==> src/rtl/cacheline_adapter_pkg.sv <==
// Shared constants and state encoding for the D-cache to burst-memory line adapter.
package cacheline_adapter_pkg;

  localparam int unsigned LINE_W      = 256;
  localparam int unsigned BEAT_W      = 64;
  localparam int unsigned BURST_BEATS = 4;
  localparam int unsigned CNT_W       = $clog2(BURST_BEATS);

  localparam logic [CNT_W-1:0] LAST_BEAT = CNT_W'(BURST_BEATS - 1);

  typedef enum logic [2:0] {
    IDLE,
    RD_REQ,
    RD_WAIT,
    RD_DONE,
    WR_BURST,
    WR_DONE
  } adapter_state_t;

endpackage

==> src/rtl/cacheline_adapter.sv <==
// Splits 256-bit cache line fills/write-backs into four 64-bit bursts on the memory port.
module cacheline_adapter
  import cacheline_adapter_pkg::*;
(
  input  logic              clk,
  input  logic              rst,
  input  logic [31:0]       dfp_addr,
  input  logic              dfp_read,
  input  logic              dfp_write,
  input  logic [LINE_W-1:0] dfp_wdata,
  output logic [LINE_W-1:0] dfp_rdata,
  output logic              dfp_resp,
  output logic [31:0]       bmem_addr,
  output logic              bmem_read,
  output logic              bmem_write,
  output logic [BEAT_W-1:0] bmem_wdata,
  input  logic              bmem_ready,
  input  logic [BEAT_W-1:0] bmem_rdata,
  input  logic              bmem_rvalid
);

  adapter_state_t    state, state_next;
  logic [CNT_W-1:0]  cnt;
  logic [31:0]       addr_q;
  logic [LINE_W-1:0] wline_q;
  logic [LINE_W-1:0] rbuf_q;

  always_ff @(posedge clk) begin
    if (rst) begin
      state   <= IDLE;
      cnt     <= '0;
      addr_q  <= '0;
      wline_q <= '0;
      rbuf_q  <= '0;
    end else begin
      state <= state_next;
      unique case (state)
        IDLE: begin
          // Write-back wins over a simultaneous fill request.
          if (dfp_write) begin
            addr_q  <= dfp_addr;
            wline_q <= dfp_wdata;
            cnt     <= '0;
          end else if (dfp_read) begin
            addr_q <= dfp_addr;
            cnt    <= '0;
          end
        end
        RD_WAIT: begin
          if (bmem_rvalid) begin
            rbuf_q[cnt*BEAT_W +: BEAT_W] <= bmem_rdata;
            cnt <= cnt + 1'b1;
          end
        end
        WR_BURST: begin
          if (bmem_ready) begin
            cnt <= cnt + 1'b1;
          end
        end
        default: ;
      endcase
    end
  end

  always_comb begin
    state_next = state;
    dfp_resp   = 1'b0;
    bmem_read  = 1'b0;
    bmem_write = 1'b0;
    bmem_addr  = '0;
    bmem_wdata = '0;
    unique case (state)
      IDLE: begin
        if (dfp_write) begin
          state_next = WR_BURST;
        end else if (dfp_read) begin
          state_next = RD_REQ;
        end
      end
      RD_REQ: begin
        bmem_read = 1'b1;
        bmem_addr = addr_q;
        if (bmem_ready) begin
          state_next = RD_WAIT;
        end
      end
      RD_WAIT: begin
        if (bmem_rvalid && cnt == LAST_BEAT) begin
          state_next = RD_DONE;
        end
      end
      RD_DONE: begin
        dfp_resp   = 1'b1;
        state_next = IDLE;
      end
      WR_BURST: begin
        bmem_write = 1'b1;
        bmem_addr  = addr_q;
        bmem_wdata = wline_q[cnt*BEAT_W +: BEAT_W];
        if (bmem_ready && cnt == LAST_BEAT) begin
          state_next = WR_DONE;
        end
      end
      WR_DONE: begin
        dfp_resp   = 1'b1;
        state_next = IDLE;
      end
      default: state_next = IDLE;
    endcase
  end

  assign dfp_rdata = rbuf_q;

endmodule
==> config.mk <==
export PLATFORM = sky130hd
export DESIGN_NAME = cacheline_adapter
export DESIGN_NICKNAME = d
export VERILOG_FILES = /design/src/rtl/cacheline_adapter_pkg.sv /design/src/rtl/cacheline_adapter.sv
export SDC_FILE = /design/constraint.sdc
export NUM_CORES = 1
export LEC_CHECK = 0
export CORE_AREA = 4 4 272 274
export CTS_BUF_LIST = sky130_fd_sc_hd__clkbuf_16
export DETAILED_ROUTE_END_ITERATION = 16
export DIE_AREA = 0 0 276 278
export PLACE_DENSITY_LB_ADDON = 0.1
export SETUP_SLACK_MARGIN = 0.02
export SLEW_MARGIN = 20
export SYNTH_ARGS = -nofsm -noshare
export SYNTH_HDL_FRONTEND = slang
export SYNTH_SLANG_ARGS = --single-unit
==> constraint.sdc <==
create_clock -name clk -period 3.1 [get_ports clk]
set_clock_uncertainty 0.05 [all_clocks]
set_input_delay 0.62 -clock clk [delete_from_list [all_inputs] [get_ports clk]]
set_output_delay 0.62 -clock clk [all_outputs]
set_load 0.01 [all_outputs]
# Word-level counts from Yosys, hierarchy flattened

Cells that the tools add are included.

Register bits after elaboration: 549
Word-level logic and storage cells: 53
Input bits: 358
Output and inout bits: 355

Reduce and logical (&&, ||, !) cells: 12
Shift-type cells: 3
Muxes and demuxes: 19
Equality and inequality tests: 12
Add/sub/neg operators: 2

Operator list:

| kind                                                                       | number |
|---|---|
| 256-bit bitwise mux                                                        | 1 |
| 64-bit by 34-bit variable shift with 256-bit output (first input constant) | 1 |
| 256-bit by 9-bit indexed part select with 64-bit output                    | 1 |
| 64-bit by 34-bit indexed part select with 256-bit output                   | 1 |
| 32-bit 2-to-1 mux                                                          | 3 |
| 64-bit 2-to-1 mux                                                          | 1 |
| 8-bit negator with 34-bit output                                           | 1 |
| 3-bit 2-to-1 mux                                                           | 5 |
| 3-bit one-hot mux with 4 select lines                                      | 1 |
| 2-bit != test (second input constant)                                      | 5 |
| 2-bit 2-to-1 mux                                                           | 4 |
| 4-bit AND reduction                                                        | 2 |
| 3-bit by 2-bit equality test with 1-bit output (second input constant)     | 2 |
| 3-bit equality test (second input constant)                                | 2 |
| 2-bit one-hot mux with 3 select lines                                      | 1 |
| 2-bit AND reduction                                                        | 3 |
| 2-bit OR reduction                                                         | 2 |
| 3-bit by 1-bit equality test with 1-bit output (second input constant)     | 1 |
| 3-bit logical NOT                                                          | 1 |
| 1-bit 2-to-1 mux                                                           | 3 |
| 3-bit != test (second input constant)                                      | 1 |
| 3-bit nonzero test                                                         | 1 |
| 2-bit by 1-bit adder with 2-bit output (second input constant)             | 1 |
| 2-bit equality test (second input constant)                                | 1 |
| other kinds (2)                                                            | 3 |

# Longest topological paths before layout

Gate-level depths: netlist of the first run.

Word-level depth: 4
Mapped depth: 10
Gate-level depth less buffers: 5

# Worst setup path before layout of the first run

OpenSTA, ideal clock, no wires.

Path type: reg2reg
Start: reg cnt[1]
End: reg rbuf_q[235], in the netlist dfp_rdata[235]
Slack: 921 ps
Stages on the path, launching flop included: 10
Library setup time: 70 ps
Path buffers: 4
Data required time: 2980 ps
Data arrival time: 2058 ps
Clock period less this slack: 2179 ps
Path through: dfxtp_1 buf_2 buf_2 inv_1 ha_1 nor4_4 buf_4 buf_4 nand3_1 a21oi_1

Cells in the longest elaborated chain, start to end: 3
Elaborated cells on any way between the ends: 4
Classes of those cells: 1 x add/sub; 2 x shift; 1 x mux

RTL lines:

| element                                                                                                                         | line                    | RTL |
|---|---|---|
| start: declaration                                                                                                              | cacheline_adapter.sv:23 | `logic [CNT_W-1:0] cnt;` |
| start signal: assignment                                                                                                        | cacheline_adapter.sv:52 | `cnt <= cnt + 1'b1;` |
| start signal: assignment                                                                                                        | cacheline_adapter.sv:57 | `cnt <= cnt + 1'b1;` |
| 8-bit negator with 34-bit output (*)                                                                                            | cacheline_adapter.sv:51 | `rbuf_q[cnt*BEAT_W +: BEAT_W] <= bmem_rdata;` |
| 64-bit by 34-bit indexed part select with 256-bit output or 64-bit by 34-bit variable shift with 256-bit output (tied branches) | cacheline_adapter.sv:51 |  |
| 256-bit bitwise mux (*)                                                                                                         | cacheline_adapter.sv:51 |  |
| end signal: indexed assignment                                                                                                  | cacheline_adapter.sv:51 |  |
| end: declaration                                                                                                                | cacheline_adapter.sv:26 | `logic [LINE_W-1:0] rbuf_q;` |

Mark *: on every way between the ends. The rest lies on a longest branch, timed or not.
A chain may end at the register's enable or synchronous reset.

# Final worst setup path of the first run

Start: reg cnt[0]
End: out bmem_wdata[50]

Cells in the longest elaborated chain, start to end: 2

RTL lines:

| element                                                 | line                    | RTL |
|---|---|---|
| 256-bit by 9-bit indexed part select with 64-bit output | cacheline_adapter.sv:99 | `bmem_wdata = wline_q[cnt*BEAT_W +: BEAT_W];` |
| 64-bit 2-to-1 mux                                       | cacheline_adapter.sv:72 | `unique case (state)` |
| end: declaration                                        | cacheline_adapter.sv:16 | `output logic [BEAT_W-1:0] bmem_wdata,` |

Every way passes these cells.

==> impl_metrics.csv, run 1 <==
group,metric,value,unit
hold_path,worstHoldPathType,"reg2reg",
synth,syn_area,22400,um^2
clocking,cts_tree,"yes",
synth,synth.largest_area_cell,"dfxtp_1",
synth,synth_top_area_frac,0.490,
power_and_ir_drop,power,20900,uW
global_route,antenna_found_initial,36,
setup_path,cp_max_fo,6,
global_route,grt_max_degree,102,
synth,synth_edf_count,0,
clocking,clock_latency,0.59,ns
synth,avgSynthCellArea,8.47,um^2
setup_path,worstReg2RegEnd,"dfp_rdata[173]$_SDFFE_PP0P_",
synth,yosysSeqAreaShare,0.490,
detailed_routing,drt-initial-drc-count,1258,
synth,yosys_warnings,0,
synth,yosys_register_bits,549,
final_layout,final_util,0.453,
sta,min_period_over_period,0.968,
power_and_ir_drop,sw_frac_of_total,0.321,
floorplanning,die_h,278,um
power_and_ir_drop,combinationalPowerShare,0.274,
hold_path,whs_endpoint,"addr_q[8]$_SDFFE_PP0P_",
synth,postSynthCellCount,2647,
clocking,clockBufferDepth,3,
floorplanning,io_pins,713,
placement,place_area,30200,um^2
floorplanning,start_util,0.314,
floorplanning,dieArea,76700,um^2
sta,setup_viol,0,
power_and_ir_drop,p_int,14200,uW
global_route,grt_usage,0.223,
setup_path,worstReg2RegStart,"cnt[0]$_SDFFE_PP0P_",
detailed_routing,drt_pre_antenna_iters,5,
setup_path,r2r_setup_slack,0.51,ns
setup_path,cp-end-kind,"output port",
run,cap_violations,0,
final_layout,final_cell_mix,"nand2_1, clkdlybuf4s50_1, dfxtp_1",
final_layout,fin_area,32300,um^2
final_layout,layout_commonest_cell,"nand2_1",
power_and_ir_drop,vdd_ir_drop_max,0.513,mV
final_layout,synthToLayoutAreaGrowth,44.3,%
synth,synth_ff_type,"dfxtp_1",
final_layout,drive_gt1_frac,0.105,
final_layout,final_nets,3632,
setup_path,criticalPathCategory,"reg2out",
clocking,clock-sinks,549,
detailed_routing,wl,91200,um
placement,portBuffers,712,
sta,hold_viol_final,0,
power_and_ir_drop,clkPwrFrac,0.326,
detailed_routing,vias_per_cell,4.98,
clocking,cts_buffers,60,
outcome,status,"finished clean",
power_and_ir_drop,power.static_leakage,0.0114,uW
setup_path,required,2.43,ns
sta,maxSlewViolCount,0,
sta,relSlewSlack,0.614,
power_and_ir_drop,power_density,648,nW/um^2
placement,pre_cts_slack,0.228,ns
clocking,h-tree-depth,2,
placement,hpwlAfterDp,63400,um
hold_path,whs_path_depth,2,
setup_path,crit_path_start_kind,"register",
global_route,grt_pass1_wl,135000,um
floorplanning,fp.dieW,276,um
setup_path,r2r_cells,9,
sta,finalCriticalPeriod,3.00,ns
power_and_ir_drop,p_seq_frac,0.400,
synth,ys_async_sr_fraction,0,
power_and_ir_drop,p_switching,6730,uW
hold_path,hp-start,"addr_q[8]$_SDFFE_PP0P_",
sta,setup_slack,0.101,ns
floorplanning,coreArea,71400,um^2
floorplanning,core.rowCount,98,
detailed_routing,drc_errors,0,
global_route,overflow,0,
sta,worst_pin_slew,0.579,ns
synth,synth.area.top_cells,"dfxtp_1, nand2_1, a21oi_1, mux4_2, nand3_1",
detailed_routing,ant_nets,0,
detailed_routing,vias,21329,
setup_path,arrival,2.33,ns
sta,rsz0062_at_grt,"yes",
synth,ys_types,37,
clocking,clk_pin_slew,0.06,ns
placement,routabilityCongestion,0.870,
synth,syn-num-nets,3010,
global_route,grt_pass1_vias,21185,
detailed_routing,wire_per_inst,21.3,um
clocking,cts_root_buf,"clkbuf_16",
sta,timing.fmax,0.333,GHz
==> power by group through the flow <==
stage                     combinational [uW]  clock [uW]  sequential, uW
after floorplan                         3490           0            8310
after CTS                               5680        7020            8360
after detailed placement                5480           0            8570
final                                   5740        6830            8370
after global routing                    6270        7330            8450
after global placement                  5420           0            8540
==> critical path: stages, from the launching register on <==
cell and delay (ns):
dfxtp_4 0.39, buf_12 0.17, buf_4 0.16, mux4_2 0.49, and3_1 0.20, dlygate4sd2_1 0.33
==> routing by layer <==
| layer | track usage | part of all wire | routed length [um] |
|---|---|---|---|
| met1 | 0.265 | 0.39 | 35800 |
| met2 | 0.389 | 0.49 | 45100 |
| met3 | 0.0614 | 0.075 | 6840 |
| met4 | 0.0802 | 0.035 | 3180 |
| met5 | 0 | 0.0029 | 268 |
==> state kept, by name (all words and copies together) (netlist names) <==
name       flops
addr_q        32
wline_q      256
dfp_rdata    256
cnt            2
state          3
==> logic make-up after synthesis <==
kind of cell	after synthesis	share of synthesized area
and+or+nand+nor	1226	0.245
AOI/OAI and AO/OA	553	0.131
DFF	549	0.490
buffers and inverters	244	0.0644
muxes	67	0.0657
adders and majority gates	5	0.00279
xor gates and xnor gates	3	0.00117
==> Yosys cell counts, types with 2 or more instances <==
master      n
buf_2      37
a21oi_1   506
buf_1      17
and3_1     64
inv_1       3
nor3_1      2
dfxtp_1   549
o21bai_1    2
o21ai_0     2
nand3_2    40
nand2_2     4
and2_1     39
nor3b_1     4
mux2i_1     3
clkbuf_1  110
xnor2_1     2
nand2b_1    3
buf_4      24
buf_6      52
nand3_1   219
mux4_2     64
nand2_1   838
nor2_1      6
ha_1        5
a21oi_2    40
==> through the flow <==
| stage | setup TNS, ns | cells | hold WS (ns) |
|---|---|---|---|
| 2_1_floorplan | 0 | 2647 | 0.382 |
| 3_3_place_gp | 0 | 4127 | 0.387 |
| 3_5_place_dp | 0 | 4127 | 0.392 |
| 4_1_cts | -0.00810 | 4253 | 0.370 |
| 5_1_grt | 0 | 4280 | 0.399 |
| 6_report | 0 | 4285 | 0.397 |
==> worst max-delay path by stage <==
stage                         from                           to  slack [ns]  cells past startpoint
2_1_floorplan  cnt[1]$_SDFFE_PP0P_  dfp_rdata[235]$_SDFFE_PP0P_        0.92                      9
3_3_place_gp   cnt[0]$_SDFFE_PP0P_                bmem_wdata[6]        0.23                      4
3_5_place_dp   cnt[0]$_SDFFE_PP0P_               bmem_wdata[14]        0.23                      4
4_1_cts        cnt[0]$_SDFFE_PP0P_               bmem_wdata[35]      -0.008                      6
5_1_grt        cnt[0]$_SDFFE_PP0P_               bmem_wdata[39]        0.02                      5
6_report       cnt[0]$_SDFFE_PP0P_               bmem_wdata[50]        0.10                      5
==> layout make-up <==
class                      instances  area (um^2)
antenna                           17         42.5
clock buffer                      61         1530
clock inverter                    50          324
fill                            7137        39000
inverter                           4         15.0
multi-input combinational       1854        10000
sequential                       549        11000
tap                              950         1190
timing repair buffer             800         8200
==> what timing repair did <==
action	in CTS	in global routing
gates cloned	0	2
setup buffers	15	13
hold buffers	0	0
resized for setup	93	11
setup endpoints to repair	96	55
Power figures use the tool's default switching activity.
==> inputs of run 2 (changes only) <==
- clock period: 3.1 -> 3 ns (I/O delays scaled with it)
==> impl_metrics.csv, run 2 (synthesis gave the netlist of run 1 again) <==
group,metric,value,unit
clocking,clock-sinks,549,
detailed_routing,drc_errors,0,
final_layout,seqCellArea,11000,um^2
global_route,use_met3,0.0619,
sta,worst_pin_slew,0.669,ns
global_route,grt_max_degree,75,
final_layout,drive_gt1_frac,0.125,
setup_path,criticalPathCategory,"reg2out",
power_and_ir_drop,p_switching,7130,uW
sta,hold_viol_final,0,
power_and_ir_drop,p_int,15000,uW
setup_path,critPathMaxStageDelay,0.50,ns
clocking,cts_tree,"yes",
sta,rsz0062_at_grt,"yes",
run,cap_violations,0,
sta,setup_viol,0,
placement,routabilityCongestion,0.887,
setup_path,crit_path_start_kind,"register",
power_and_ir_drop,sw_frac_of_total,0.322,
detailed_routing,drt_pre_antenna_iters,6,
setup_path,critical_path.top_delay_family,"buffers and inverters",
sta,setup_slack,0.0448,ns
clocking,ctsHoldBuffers,0,
power_and_ir_drop,power_density,675,nW/um^2
power_and_ir_drop,power,22100,uW
detailed_routing,drt-initial-drc-count,1487,
sta,timing.fmax,0.338,GHz
global_route,use_met2,0.394,
sta,min_period_over_period,0.985,
detailed_routing,wire_per_inst,21.4,um
setup_path,r2r_cells,9,
global_route,top_usage_layer,"met2",
floorplanning,fp.dieW,276,um
final_layout,synthToLayoutAreaGrowth,46.5,%
detailed_routing,ant_nets,0,
placement,pre_cts_slack,0.126,ns
setup_path,r2r_setup_slack,0.41,ns
clocking,h-tree-depth,2,
power_and_ir_drop,vdd_ir_drop_max,0.450,mV
global_route,antenna_found_initial,32,
clocking,cts_root_buf,"clkbuf_16",
setup_path,cp_cell_sequence,"buf_12, buf_12, buf_12, buf_6, mux4_2, and3_4, buf_6",
power_and_ir_drop,combinationalPowerShare,0.288,
global_route,grt_pass1_vias,21404,
setup_path,cp_max_fo,6,
global_route,grt_usage,0.225,
power_and_ir_drop,p_seq_frac,0.390,
global_route,met1_usage,0.268,
global_route,grt_pass1_wl,136000,um
final_layout,final_cell_mix,"nand2_1, clkdlybuf4s50_1, dfxtp_1",
setup_path,crit_buf_inv,5,
setup_path,crit_slowest_cell,"mux4_2",
clocking,clockBufferDepth,3,
clocking,clk_pin_slew,0.06,ns
floorplanning,core.rowCount,98,
clocking,cts_buffers,60,
placement,hpwlAfterDp,64100,um
sta,maxSlewViolCount,0,
floorplanning,die_h,278,um
clocking,clock_latency,0.61,ns
setup_path,worstReg2RegEnd,"dfp_rdata[177]$_SDFFE_PP0P_",
setup_path,cp-end-kind,"output port",
final_layout,nFillCells,7025,
hold_path,worstHoldPathType,"in2reg",
floorplanning,coreArea,71400,um^2
power_and_ir_drop,clkPwrFrac,0.322,
setup_path,arrival,2.31,ns
final_layout,layout_commonest_cell,"nand2_1",
floorplanning,dieArea,76700,um^2
detailed_routing,vias_per_cell,5.03,
final_layout,multiInputGateArea,10200,um^2
final_layout,final_nets,3651,
floorplanning,io_pins,713,
setup_path,endpoint,"bmem_wdata[15]",
sta,finalCriticalPeriod,2.96,ns
hold_path,whs_path_depth,2,
floorplanning,start_util,0.314,
detailed_routing,wl,92100,um
setup_path,cpMostUsedCell,"buf_12",
placement,portBuffers,712,
outcome,status,"finished clean",
sta,relSlewSlack,0.554,
detailed_routing,vias,21613,
setup_path,required,2.35,ns
setup_path,startpoint,"cnt[0]$_SDFFE_PP0P_",
setup_path,worstReg2RegStart,"cnt[0]$_SDFFE_PP0P_",
global_route,overflow,0,
setup_path,cp_num_cells,7,
power_and_ir_drop,power.static_leakage,0.0118,uW
==> run 2: routing by layer <==
metal	vias to the layer above	wire length, um	share of wire
met5	-	201	0.0022
met4	30	3140	0.034
met3	167	6800	0.074
met2	829	45500	0.49
met1	10369	36500	0.40
li1	10218	-	-
==> run 2: worst min-delay path by stage <==
stage | from | to | slack, ns
finish | rst | addr_q[28]$_SDFFE_PP0P_ | 0.38
global route | rst | addr_q[28]$_SDFFE_PP0P_ | 0.39
CTS | rst | addr_q[28]$_SDFFE_PP0P_ | 0.39
detailed placement | addr_q[5]$_SDFFE_PP0P_ | addr_q[5]$_SDFFE_PP0P_ | 0.39
global placement | dfp_rdata[28]$_SDFFE_PP0P_ | dfp_rdata[28]$_SDFFE_PP0P_ | 0.39
floorplan | addr_q[0]$_SDFFE_PP0P_ | addr_q[0]$_SDFFE_PP0P_ | 0.38
==> run 2: timing repair <==
| action | CTS | global route |
|---|---|---|
| pin swaps | 2 | 0 |
| cloned | 2 | 2 |
| setup buffers | 29 | 4 |
| resized for setup | 221 | 60 |
| endpoints found under the hold margin | 0 | 0 |
| endpoints found under the setup margin | 70 | 73 |
==> run 2: power groups by stage <==
stage                     Sequential, uW  Clock, uW  Combinational [uW]
after floorplan                     8580          0                3600
after global placement              8810          0                5760
after detailed placement            8830          0                5850
after CTS                           8630       7320                6360
after global routing                8710       7600                6950
final                               8630       7140                6380
==> run 2: area by class of cell <==
class,count,area share
Timing Repair Buffer,819,0.261
Tap cell,950,0.0362
Multi-Input combinational cell,1854,0.310
Sequential cell,549,0.335
Clock inverter,48,0.0103
Antenna cell,15,0.00114
Clock buffer,61,0.0465
Inverter,4,0.000457
==> run 2: through the flow <==
stage / hold WS [ns] / instances / utilization / area (um^2) / setup TNS, ns
2_1_floorplan: 0.382 / 2647 / - / 22400 / 0
3_3_place_gp: 0.387 / 4143 / 0.426 / 30400 / 0
3_5_place_dp: 0.392 / 4143 / 0.426 / 30400 / 0
4_1_cts: 0.388 / 4283 / 0.458 / 32700 / -0.686
5_1_grt: 0.394 / 4295 / 0.460 / 32800 / -0.412
6_report: 0.383 / 4300 / 0.460 / 32800 / 0
